--- src/rtl/memwb_lsu_pkg.sv ---
// Shared widths, data-type codes and store FSM state type for the MEM/WB load-store stage.
package memwb_lsu_pkg;

  localparam int unsigned REG_ADDR_W  = 5;
  localparam int unsigned REG_DATA_W  = 32;
  localparam int unsigned MEM_ADDR_W  = 32;
  localparam int unsigned MEM_DATA_W  = 32;
  localparam int unsigned DATA_TYPE_W = 3;

  localparam logic [REG_ADDR_W-1:0] REG_ZERO = '0;

  localparam logic [DATA_TYPE_W-1:0] DT_NO = 3'd0;
  localparam logic [DATA_TYPE_W-1:0] DT_B  = 3'd1;
  localparam logic [DATA_TYPE_W-1:0] DT_H  = 3'd2;
  localparam logic [DATA_TYPE_W-1:0] DT_W  = 3'd3;
  localparam logic [DATA_TYPE_W-1:0] DT_BU = 3'd4;
  localparam logic [DATA_TYPE_W-1:0] DT_HU = 3'd5;

  typedef enum logic {
    LSU_IDLE,
    LSU_BUSY
  } lsu_state_e;

  // Halfwords need an even address, words a 4-byte aligned one.
  function automatic logic is_misaligned(input logic [DATA_TYPE_W-1:0] dt,
                                         input logic [1:0]             lo);
    return (((dt == DT_H) || (dt == DT_HU)) && lo[0]) ||
           ((dt == DT_W) && (lo != 2'b00));
  endfunction

endpackage

--- src/rtl/memwb_lsu_align.sv ---
// Combinational lane logic: load byte/half extraction with sign/zero extension,
// store strobe generation and lane replication.
module lsu_align
  import memwb_lsu_pkg::*;
(
  input  logic [DATA_TYPE_W-1:0] i_data_type,
  input  logic [1:0]             i_ld_lo,
  input  logic [31:0]            i_rdata,
  output logic [31:0]            o_ld_data,
  input  logic [1:0]             i_st_lo,
  input  logic [31:0]            i_st_data,
  output logic [31:0]            o_st_wdata,
  output logic [3:0]             o_st_strb
);

  logic [7:0]  w_byte;
  logic [15:0] w_half;

  always_comb begin
    w_byte    = i_rdata[{i_ld_lo, 3'b000} +: 8];
    w_half    = i_rdata[{i_ld_lo[1], 4'b0000} +: 16];
    o_ld_data = i_rdata;
    case (i_data_type)
      DT_B:    o_ld_data = {{24{w_byte[7]}}, w_byte};
      DT_BU:   o_ld_data = {24'h0, w_byte};
      DT_H:    o_ld_data = {{16{w_half[15]}}, w_half};
      DT_HU:   o_ld_data = {16'h0, w_half};
      default: o_ld_data = i_rdata;
    endcase
  end

  always_comb begin
    o_st_wdata = i_st_data;
    o_st_strb  = '0;
    case (i_data_type)
      DT_B: begin
        o_st_wdata = {4{i_st_data[7:0]}};
        o_st_strb  = 4'b0001 << i_st_lo;
      end
      DT_H: begin
        o_st_wdata = {2{i_st_data[15:0]}};
        o_st_strb  = 4'b0011 << i_st_lo;
      end
      DT_W: begin
        o_st_wdata = i_st_data;
        o_st_strb  = 4'hF;
      end
      default: begin
        o_st_wdata = i_st_data;
        o_st_strb  = '0;
      end
    endcase
  end

endmodule

--- src/rtl/memwb_lsu.sv ---
// MEM/WB stage: register-file write-back with load alignment, and a req/ack store
// engine with timeout that holds upstream while busy. Option macro: MEMWB_FWD_EN.
module memwb_lsu
  import memwb_lsu_pkg::*;
#(
  parameter int unsigned TIMEOUT = 15,
  parameter int unsigned CNT_W   = 8
) (
  input  logic                   clk,
  input  logic                   rst_n,
  input  logic                   ex_w_reg_enable_i,
  input  logic                   mem_w_reg_enable_i,
  input  logic [REG_ADDR_W-1:0]  w_reg_addr_i,
  input  logic [REG_DATA_W-1:0]  ex_w_reg_data_i,
  input  logic [MEM_ADDR_W-1:0]  w_mem_addr_i,
  input  logic                   w_mem_enable_i,
  input  logic [MEM_DATA_W-1:0]  w_mem_data_i,
  input  logic [DATA_TYPE_W-1:0] data_type_i,
  input  logic [1:0]             ld_addr_lo_i,
  input  logic [31:0]            r_mem_data_i,
  output logic                   bus_req_o,
  output logic [MEM_ADDR_W-1:0]  bus_addr_o,
  output logic [31:0]            bus_wdata_o,
  output logic [3:0]             bus_strb_o,
  input  logic                   bus_ack_i,
  output logic                   hold_req_o,
  output logic                   bus_err_o,
  output logic                   misalign_o,
`ifdef MEMWB_FWD_EN
  output logic                   fwd_enable_o,
  output logic [REG_ADDR_W-1:0]  fwd_addr_o,
  output logic [REG_DATA_W-1:0]  fwd_data_o,
`endif
  output logic                   w_reg_enable_o,
  output logic [REG_ADDR_W-1:0]  w_reg_addr_o,
  output logic [REG_DATA_W-1:0]  w_reg_data_o
);

  localparam logic [CNT_W-1:0] TO_LAST = CNT_W'(TIMEOUT - 1);

  lsu_state_e        r_state;
  logic [CNT_W-1:0]  r_cnt;
  logic              r_bus_req;
  logic [MEM_ADDR_W-1:0] r_bus_addr;
  logic [31:0]       r_bus_wdata;
  logic [3:0]        r_bus_strb;
  logic              r_bus_err;
  logic              r_misalign;

  logic [31:0]       w_ld_data;
  logic [31:0]       w_st_wdata;
  logic [3:0]        w_st_strb;
  logic              w_ld_mis;
  logic              w_st_mis;
  logic              w_st_go;

  lsu_align u_align (
    .i_data_type (data_type_i),
    .i_ld_lo     (ld_addr_lo_i),
    .i_rdata     (r_mem_data_i),
    .o_ld_data   (w_ld_data),
    .i_st_lo     (w_mem_addr_i[1:0]),
    .i_st_data   (w_mem_data_i),
    .o_st_wdata  (w_st_wdata),
    .o_st_strb   (w_st_strb)
  );

  always_comb begin
    w_ld_mis = mem_w_reg_enable_i & is_misaligned(data_type_i, ld_addr_lo_i);
    w_st_mis = w_mem_enable_i & is_misaligned(data_type_i, w_mem_addr_i[1:0]);
    w_st_go  = (r_state == LSU_IDLE) & w_mem_enable_i & ~w_st_mis;
  end

  always_comb begin
    w_reg_enable_o = (ex_w_reg_enable_i | mem_w_reg_enable_i) &
                     (w_reg_addr_i != REG_ZERO) & ~w_ld_mis;
    w_reg_addr_o   = w_reg_addr_i;
    w_reg_data_o   = mem_w_reg_enable_i ? w_ld_data : ex_w_reg_data_i;
  end

`ifdef MEMWB_FWD_EN
  always_comb begin
    fwd_enable_o = w_reg_enable_o;
    fwd_addr_o   = w_reg_addr_o;
    fwd_data_o   = w_reg_data_o;
  end
`endif

  // Hold falls in the ack cycle itself so upstream advances on the same edge.
  always_comb begin
    hold_req_o = w_st_go | ((r_state == LSU_BUSY) & ~bus_ack_i);
  end

  always_ff @(posedge clk or negedge rst_n) begin
    if (!rst_n) begin
      r_state     <= LSU_IDLE;
      r_cnt       <= '0;
      r_bus_req   <= 1'b0;
      r_bus_addr  <= '0;
      r_bus_wdata <= '0;
      r_bus_strb  <= '0;
      r_bus_err   <= 1'b0;
      r_misalign  <= 1'b0;
    end else begin
      r_bus_err  <= 1'b0;
      r_misalign <= w_ld_mis | ((r_state == LSU_IDLE) & w_st_mis);
      case (r_state)
        LSU_IDLE: begin
          if (w_st_go) begin
            r_bus_req   <= 1'b1;
            r_bus_addr  <= {w_mem_addr_i[MEM_ADDR_W-1:2], 2'b00};
            r_bus_wdata <= w_st_wdata;
            r_bus_strb  <= w_st_strb;
            r_cnt       <= '0;
            r_state     <= LSU_BUSY;
          end
        end
        LSU_BUSY: begin
          if (bus_ack_i) begin
            r_bus_req <= 1'b0;
            r_cnt     <= '0;
            r_state   <= LSU_IDLE;
          end else if (r_cnt == TO_LAST) begin
            r_bus_req <= 1'b0;
            r_bus_err <= 1'b1;
            r_cnt     <= '0;
            r_state   <= LSU_IDLE;
          end else if (r_cnt != '1) begin
            r_cnt <= r_cnt + CNT_W'(1);
          end
        end
        default: r_state <= LSU_IDLE;
      endcase
    end
  end

  always_comb begin
    bus_req_o   = r_bus_req;
    bus_addr_o  = r_bus_addr;
    bus_wdata_o = r_bus_wdata;
    bus_strb_o  = r_bus_strb;
    bus_err_o   = r_bus_err;
    misalign_o  = r_misalign;
  end

endmodule

--- config.mk ---
export PLATFORM = sky130hd
export DESIGN_NAME = memwb_lsu
export DESIGN_NICKNAME = d
export VERILOG_FILES = /design/src/rtl/memwb_lsu_pkg.sv /design/src/rtl/memwb_lsu_align.sv /design/src/rtl/memwb_lsu.sv
export SDC_FILE = /design/constraint.sdc
export NUM_CORES = 1
export LEC_CHECK = 0
export ABC_AREA = 1
export CORE_ASPECT_RATIO = 1.2
export CORE_MARGIN = 2
export CORE_UTILIZATION = 41
export CTS_CLUSTER_DIAMETER = 60
export CTS_CLUSTER_SIZE = 8
export DETAILED_ROUTE_END_ITERATION = 16
export PLACE_DENSITY = 0.87
export SLEW_MARGIN = 30
export SYNTH_ARGS = -nofsm -noshare
export SYNTH_HDL_FRONTEND = slang
export SYNTH_SLANG_ARGS = --single-unit
--- constraint.sdc ---
create_clock -name clk -period 2.3 [get_ports clk]
set_input_delay 0.46 -clock clk [delete_from_list [all_inputs] [get_ports clk]]
set_output_delay 0.46 -clock clk [all_outputs]
set_load 0.01 [all_outputs]
Yosys cells after proc, flatten, opt, wreduce, memory -nomap -nowiden
Cells that the tools add are included.
{ "word_totals": {"out_inout_bits": 110, "elab_cells": 71, "input_bits": 144, "regBits": 78} }
{ "classes": {"n_reduce_logical": 13, "n_bitwise": 15, "shifts": 4, "n_eq_ne": 10, "n_addsub": 1, "muxes": 20} }
{ "ops": {"columns": ["cell", "count"], "rows": [
  ["32-bit case mux with 4 select lines", 1],
  ["32-bit case mux with 2 select lines", 1],
  ["32-bit 2-to-1 mux", 1],
  ["8-bit 2-to-1 mux", 4],
  ["32-bit by 6-bit indexed part select with 16-bit output", 1],
  ["32-bit by 6-bit indexed part select with 8-bit output", 1],
  ["8-bit case mux with 2 select lines", 1],
  ["4-bit case mux with 3 select lines", 1],
  ["1-bit 2-to-1 mux", 9],
  ["8-bit by 1-bit adder with 8-bit output (second input constant)", 1],
  ["1-bit bitwise AND", 8],
  ["8-bit by 4-bit == test with 1-bit output (second input constant)", 1],
  ["8-bit != test (second input constant)", 1],
  ["3-bit by 2-bit == test with 1-bit output (second input constant)", 2],
  ["3-bit == test (second input constant)", 2],
  ["2-bit AND reduction", 3],
  ["5-bit nonzero test", 1],
  ["1-bit logical AND", 4],
  ["4-bit by 2-bit != test with 1-bit output (second input constant)", 1],
  ["1-bit inverter", 4],
  ["1-bit case mux with 2 select lines", 2],
  ["2-bit nonzero test", 2],
  ["1-bit by 2-bit left shift with 4-bit output (first input constant)", 1],
  ["2-bit by 2-bit left shift with 4-bit output (first input constant)", 1],
  ["5 further kinds", 9]
]} }

Depth between registers and ports, before layout
Gate-level depths: netlist of the first run.
{ "depth": {"ltp_word": 9, "ltp_mapped": 11, "mapped_depth_nobuf": 9} }

Cells and area by module
A second synthesis of the first run with hierarchy kept.
{ "hier_totals": {"cells_unflattened": 792, "hier_area_um2": 5175.0} }
{ "modules_own_cells": {"columns": ["mod", "seq_area_each_um2", "cells_per_inst", "area_each_um2", "instances"], "rows": [
  ["memwb_lsu", 1951.9, 504, 3818.7, 1],
  ["lsu_align", 0.0, 288, 1356.3, 1]
]} }

Least setup slack after synthesis of the first run
OpenSTA, ideal clock, no wires.
{ "synth_timing": {"kind": "input -> output", "from": "input port ld_addr_lo_i[1]", "to": "output port w_reg_data_o[21]", "cell_stages": 7, "required_ns": 1.840, "t_arrival_ns": 1.533, "path_buffers": 2, "slack_ns": 0.307, "path_cell_list": "buf_2 > o211ai_1 > nand3_4 > nand2_2 > buf_4 > nor2_1 > nor2_1"} }
{ "synth_between": {"elab_chain_cells": 3, "elab_cells_between_ends": 4, "classes_between": "shift (2); mux (2)"} }
{ "synth_rtl": {"columns": ["element", "line_no", "source"], "rows": [
  ["start: declaration", "memwb_lsu.sv:19", "input logic [1:0] ld_addr_lo_i,"],
  ["32-bit by 6-bit indexed part select with 16-bit output / 32-bit by 6-bit indexed part select with 8-bit output (equally long branches)", "memwb_lsu_align.sv:21, memwb_lsu_align.sv:20", null],
  ["32-bit case mux with 4 select lines *", "memwb_lsu_align.sv:23", "case (i_data_type)"],
  ["32-bit 2-to-1 mux *", "memwb_lsu.sv:78", "w_reg_data_o = mem_w_reg_enable_i ? w_ld_data : ex_w_reg_data_i;"],
  ["end: declaration", "memwb_lsu.sv:36", "output logic [REG_DATA_W-1:0] w_reg_data_o"]
]} }
Every way passes the cells marked *; elsewhere a longest branch is shown, timed or not.

Worst setup path in the final report of the first run
{ "layout_timing": {"from": "input port data_type_i[1]", "to": "output port w_reg_data_o[9]"} }
{ "layout_between": {"elab_chain_cells": 3, "elab_cells_between_ends": 6, "classes_between": "eq/ne (4); mux (2)"} }
{ "layout_rtl": {"columns": ["element", "line_no", "source"], "rows": [
  ["start: declaration", "memwb_lsu.sv:18", "input logic [DATA_TYPE_W-1:0] data_type_i,"],
  ["3-bit == test, or another cell as far along", "memwb_lsu_align.sv:23", null],
  ["32-bit case mux with 4 select lines *", "memwb_lsu_align.sv:23", null],
  ["32-bit 2-to-1 mux *", "memwb_lsu.sv:78", null]
]} }
Marked as above.

==> reports/metrics.csv, run 1 <==
metric,value,unit
drt_first_pass_iters,5,
end_kind,output pin,
power_frac_clock,0.255,
ant_nets,0,
synthXorXnorAreaFrac,0.003473,
grt_pass1_wl,29340,µm
synth.top_cell.area_share,0.3870,
fillers,1015,
num_rows,44,
rsz0062_at_grt,true,
finalCritPeriodShare,0.9814,
relSlewSlack,0.6636,
routabilityCongestion,0.8959,
initial_core_util,0.4183,
overflow,0,
status,completed,
synth_commonest_cells,"422 x nand2_1, 91 x nor2_1, 78 x dfrtp_1, 50 x nand3_1, 40 x o21ai_0",
critPathMaxFanout,9,
netSwitchingPower,1.680,mW
hold_buffers,0,
seq_area_frac_synth,0.3870,
internal_power,3.699,mW
synth_simple_gate_area_frac,0.4639,
path_cells,buf_2 -> inv_2 -> nand3_1 -> nand2_2 -> buf_4 -> buf_4 -> a21oi_1 -> nand3_1 -> nand2_1 -> inv_1 -> dlygate4sd2_1,
synth_edf_count,0,
power_frac_seq,0.345,
critPathRequiredTime,1.84,ns
wl_per_cell,14.27,µm
route.detailed.drc,0,
fp.dieW,105.3,µm
synthDistinctLibCells,30,
yosys_warnings,0,
io_buffers,251,
finClkSkew,0.006601,ns
cap_viol_max_count,0,
synth_largest_area_cell,dfrtp_1,
reg2reg_from,r_cnt[0]$_DFFE_PN0P_,
crit_start,data_type_i[1],
hold_viol_final,0,
path_class,in -> out,
routed_via_density,4.901,
critPathLaunchType,primary input,
multiInputGateArea,2746,µm²
cts_made_buffers,9,
syn2layout_area_growth,67.85,%
regArea,1952,µm²
grt_max_degree,46,
synthesis.area_per_instance,6.258,µm²
dieHeight,125.5,µm
synth_top_family_by_area,simple AND/OR/NAND/NOR gates,
tritoncts,built,
worstPathArrival,1.80,ns
ys.flop_type,dfrtp_1,
postRouteWirelength,18200,µm
cts.sinks,78,
synthAdderAreaFrac,0.004962,
synth_compound_area_frac,0.05954,
power_density,635.4,nW/µm²
crit_path_top_delay_cell,dlygate4sd2_1,
finalHoldWorstSlack,0.08885,ns
insertion_delay,0.33,ns
h-tree-depth,3,
hp-class,in -> async,
synthMuxAreaShare,0,
irDropWorstVdd,0.0004626,V
p_leak,4.468,nW
ios,254,
fp.coreArea,12060,µm²
synth_area,5044,µm²
vias,6249,
finalPower,5.379,mW
syn_inst,806,
clk_path_buf_depth,2,
drt-initial-drc-count,342,
max_stage_delay,0.27,ns
layout-drive-gt1-share,0.1482,
final_nets,1255,
synth_area_leaders,"dfrtp_1 39%, nand2_1 31%, nor2_1 6.8%, nand3_1 5.0%, o21ai_0 4.0%",
grt.total_usage,0.2779,
clk_pin_slew,0.06,ns
grt_pass1_vias,6107,
fmax,443.0,MHz
dp_hpwl,14100,µm
cts_root_buffer,clkbuf_16,
swShare,0.3123,
worst_slew_pin_slew,0.5036,ns
synthArstFlopShare,1.000,
slew_violations,0,
p_comb_frac,0.400,
synth.most_common_cell,nand2_1,
r2r_cells,7,
period_minus_slack,2.257,ns
antenna_found_initial,1,
die_area,13210,µm²
synth_seq_cells,78,
setup_viol,0,
==> layout make-up <==
class / instances / area share
Inverter: 37 / 0.01641
Antenna cell: 1 / 0.0002956
Tap cell: 161 / 0.02380
Clock buffer: 11 / 0.02867
Timing Repair Buffer: 336 / 0.3702
Multi-Input combinational cell: 647 / 0.3244
Clock inverter: 4 / 0.005616
Sequential cell: 78 / 0.2306
==> per-layer routing <==
layer,vias up,GRT usage,part of all wire
met3,53,0.06152,0.068
li1,3089,-,-
met4,0,0.1349,0.042
met2,279,0.4968,0.51
met1,2828,0.3091,0.38
met5,-,0,0
==> per-stage QoR <==
stage | setup TNS [ns] | cell area, µm² | std cells | util | setup slack [ns]
final | 0 | 8466 | 1275 | 0.7022 | 0.04289
after global placement | -33.95 | 8172 | 1250 | 0.6778 | -0.6034
after global routing | -0.1096 | 8466 | 1275 | 0.7022 | -0.04758
after floorplan | 0 | 5047 | 807 | - | 0.3070
after CTS | 0 | 8532 | 1272 | 0.7077 | 0.004230
after detailed placement | -36.48 | 8172 | 1250 | 0.6778 | -0.6517
==> path summary, 6_finish.rpt <==
kind / end / slack, ns
max in group asynchronous: bus_err_o$_DFF_PN0_ / 1.64
min: bus_wdata_o[27]$_DFFE_PN0P_ / 0.09
min reg2reg: bus_strb_o[3]$_DFFE_PN0P_ / 0.47
min in group clk: bus_strb_o[3]$_DFFE_PN0P_ / 0.47
max: w_reg_data_o[9] / 0.04
max reg2reg: bus_req_o$_DFFE_PN0P_ / 0.57
==> critical path: cells and delay by family <==
kind | cells | cell delay [ns]
buffers and inverters | 6 | 0.81
AND/OR/NAND/NOR | 4 | 0.39
AO/OA/AOI/OAI | 1 | 0.14
==> state kept, by name (all words and copies together) (netlist names) <==
name and count:
bus_wdata_o 32, r_state 1, misalign_o 1, bus_req_o 1, bus_strb_o 4, r_cnt 8
bus_err_o 1, bus_addr_o 30
==> power groups by stage <==
stage	Combinational (mW)	Sequential, mW	Clock [mW]
after floorplan	0.706	2.01	0
after global placement	2.16	1.86	0
after detailed placement	2.19	1.87	0
after CTS	2.18	1.85	1.39
after global routing	2.35	1.90	1.47
final	2.15	1.86	1.37
==> kinds of logic (layout without fill, tap and decap cells) <==
group,count (synthesis),count (layout)
flops,78,78
xor+xnor,2,2
compound gates,56,56
buf+inv,82,388
simple gates,585,585
other cells,1,3
fa+ha+maj,2,2
==> layout by cell type, fill, tap and decap left out, types with 2 or more instances in the layout <==
cell and instances:
or2_2 10, o211ai_1 4, dlygate4sd2_1 18, buf_2 13, dlymetal6s2s_1 5, clkdlybuf4s15_1 2, clkbuf_2 15, nand2_2 3
nor2_1 88, clkbuf_16 9, ha_1 2, conb_1 2, nand2_1 421, o21ai_0 34, o21ai_2 2, nand3_2 4
buf_4 74, dfrtp_1 78, buf_6 3, nand3_1 48, buf_12 8, inv_1 29, nor2_4 3, nor2_2 2
inv_2 8, clkinv_2 2, o21ai_1 5, clkdlybuf4s50_1 197, nor3_1 2, a21oi_1 7
==> what timing repair did <==
action,4_1_cts,5_1_grt
gates resized for setup,103,44
cloned,1,0
endpoints found under the setup margin,49,30
pin swaps,8,5
buffers inserted,6,2
Power figures use the tool's default switching activity.
==> run 2, diff against run 1 <==
Settings changed: CORE_ASPECT_RATIO 1.2 to unset.
==> reports/metrics.csv, run 2 (synthesis gave the netlist of run 1 again) <==
metric,value,unit,change
status,completed,,unchanged
drt_first_pass_iters,5,,unchanged
hp-class,in -> async,,unchanged
period_minus_slack,2.250,ns,was 2.257 ns
worst_slew_pin_slew,0.5760,ns,was 0.5036 ns
critPathMaxFanout,3,,was 9
setup_viol,0,,unchanged
relSlewSlack,0.6152,,was 0.6636
tns,0,ns,unchanged
cts.sinks,78,,unchanged
critPathRequiredTime,1.84,ns,about the same
path_class,in -> out,,unchanged
finalPower,5.470,mW,was 5.379 mW
critPathLaunchType,primary input,,unchanged
drt-initial-drc-count,479,,was 342
irDropWorstVdd,0.0005414,V,was 0.0004626 V
final_common_cell,nand2_1,,unchanged
route.detailed.drc,0,,unchanged
clk_pin_slew,0.06,ns,about the same
finClkSkew,0.004524,ns,was 0.006601 ns
utilization,0.7046,,was 0.7022
hold_buffers,0,,unchanged
place_area,8039,µm²,was 8172 µm²
ant_nets,0,,unchanged
antenna_found_initial,0,,was 1
final_nets,1246,,was 1255
dp_hpwl,13390,µm,was 14100 µm
wl_per_cell,14.45,µm,was 14.27 µm
finalCritPeriodShare,0.9781,,was 0.9814
fp.coreArea,12010,µm²,was 12060 µm²
grt.total_usage,0.2698,,was 0.2779
fmax,444.5,MHz,was 443.0 MHz
insertion_delay,0.33,ns,about the same
cap_viol_max_count,0,,unchanged
tritoncts,built,,unchanged
grt_max_degree,55,,was 46
fp.dieW,114.9,µm,was 105.3 µm
final_cell_area,8463,µm²,was 8466 µm²
ios,254,,unchanged
p_leak,4.470,nW,was 4.468 nW
routabilityCongestion,0.8835,,was 0.8959
routed_via_density,4.930,,was 4.901
cts_made_buffers,9,,unchanged
dieHeight,114.9,µm,was 125.5 µm
fillers,949,,was 1015
syn2layout_area_growth,67.80,%,was 67.85%
finalHoldWorstSlack,0.03123,ns,was 0.08885 ns
worstPathArrival,1.79,ns,was 1.80 ns
slew_violations,0,,unchanged
hold_viol_final,0,,unchanged
end_kind,output pin,,unchanged
h-tree-depth,3,,unchanged
num_rows,40,,was 44
initial_core_util,0.4199,,was 0.4183
io_buffers,251,,unchanged
overflow,0,,unchanged
vias,6172,,was 6249
layout-drive-gt1-share,0.1439,,was 0.1482
grt_pass1_vias,5950,,was 6107
largest_reg_flops,32,,unchanged
grt_pass1_wl,28290,µm,was 29340 µm
clk_path_buf_depth,2,,unchanged
die_area,13200,µm²,was 13210 µm²
final_cell_mix,"418 x nand2_1, 200 x clkdlybuf4s50_1, 89 x nor2_1",,"was 421 x nand2_1, 197 x clkdlybuf4s50_1, 88 x nor2_1"
postRouteWirelength,18100,µm,was 18200 µm
cts_root_buffer,clkbuf_16,,unchanged
power_density,646.3,nW/µm²,was 635.4 nW/µm²
diodes,0,,was 1
-- run 2: changes by cell type in the layout (fill, tap and decap cells not counted), moves of 3 or more --
| cell | previous run | this run |
|---|---|---|
| clkdlybuf4s15_2 | 0 | 3 |
| buf_2 | 13 | 21 |
| clkdlybuf4s50_1 | 197 | 200 |
| buf_6 | 3 | 7 |
| nand2_1 | 421 | 418 |
| buf_4 | 74 | 60 |
| dlygate4sd2_1 | 18 | 6 |
| o21ai_1 | 5 | 1 |
| o21ai_0 | 34 | 39 |
| dlymetal6s2s_1 | 5 | 9 |
| clkbuf_2 | 15 | 6 |
-- run 2: layer usage --
| layer | share of wire | global-route usage | vias to the layer above |
|---|---|---|---|
| met3 | 0.049 | 0.05377 | 50 |
| met5 | 0 | 0 | - |
| met2 | 0.50 | 0.4631 | 219 |
| met1 | 0.42 | 0.3324 | 2831 |
| li1 | - | - | 3072 |
| met4 | 0.034 | 0.1100 | 0 |
-- run 2: worst paths after layout --
path | slack (ns) | startpoint | end | depth (start not counted)
max | 0.05 | r_mem_data_i[14] | w_reg_data_o[14] | 7
min | 0.03 | rst_n | bus_addr_o[6]$_DFFE_PN0P_ | 1
max reg2reg | 0.46 | r_cnt[0]$_DFFE_PN0P_ | bus_req_o$_DFFE_PN0P_ | 7
min reg2reg | 0.48 | bus_wdata_o[17]$_DFFE_PN0P_ | bus_wdata_o[17]$_DFFE_PN0P_ | 2
max in group asynchronous | 1.68 | rst_n | bus_addr_o[28]$_DFFE_PN0P_ | 2
min in group clk | 0.48 | bus_wdata_o[17]$_DFFE_PN0P_ | bus_wdata_o[17]$_DFFE_PN0P_ | 2
-- run 2: timing repair --
item	CTS	global route
resized for setup	137	32
gates cloned	3	0
endpoints found under the setup margin	34	34
pin swaps	7	10
setup buffers	8	1
-- run 2: critical path, stage by stage --
cell and delay (ns):
clkdlybuf4s50_1 0.45, or2_2 0.29, o211ai_1 0.10, nand2_1 0.07, nor2_1 0.11, nor2_1 0.04, dlygate4sd2_1 0.27
-- run 2: layout make-up --
cell class / count / area, µm² / share of cell area
multi-input cells: 648 / 2759 / 0.3260
flip-flops and latches: 78 / 1952 / 0.2306
well taps: 147 / 183.9 / 0.02173
clock inverters: 6 / 70.07 / 0.008279
clock buffers: 10 / 229.0 / 0.02706
inverters: 37 / 138.9 / 0.01641
repair buffers: 326 / 3131 / 0.3699
-- run 2: metrics by stage --
| stage | setup slack (ns) | cells |
|---|---|---|
| floorplan | 0.3070 | 807 |
| global placement | -0.6676 | 1224 |
| detailed placement | -0.6588 | 1224 |
| CTS | -0.01886 | 1251 |
| global route | -0.04900 | 1252 |
| finish | 0.05034 | 1252 |
-- run 2: where the power goes --
group,leakage (nW),switching [mW],internal (mW)
Combinational,3.34,1.01,1.17
Clock,0.147,0.577,0.850
Sequential,0.984,0.173,1.68
Total,4.47,1.76,3.71
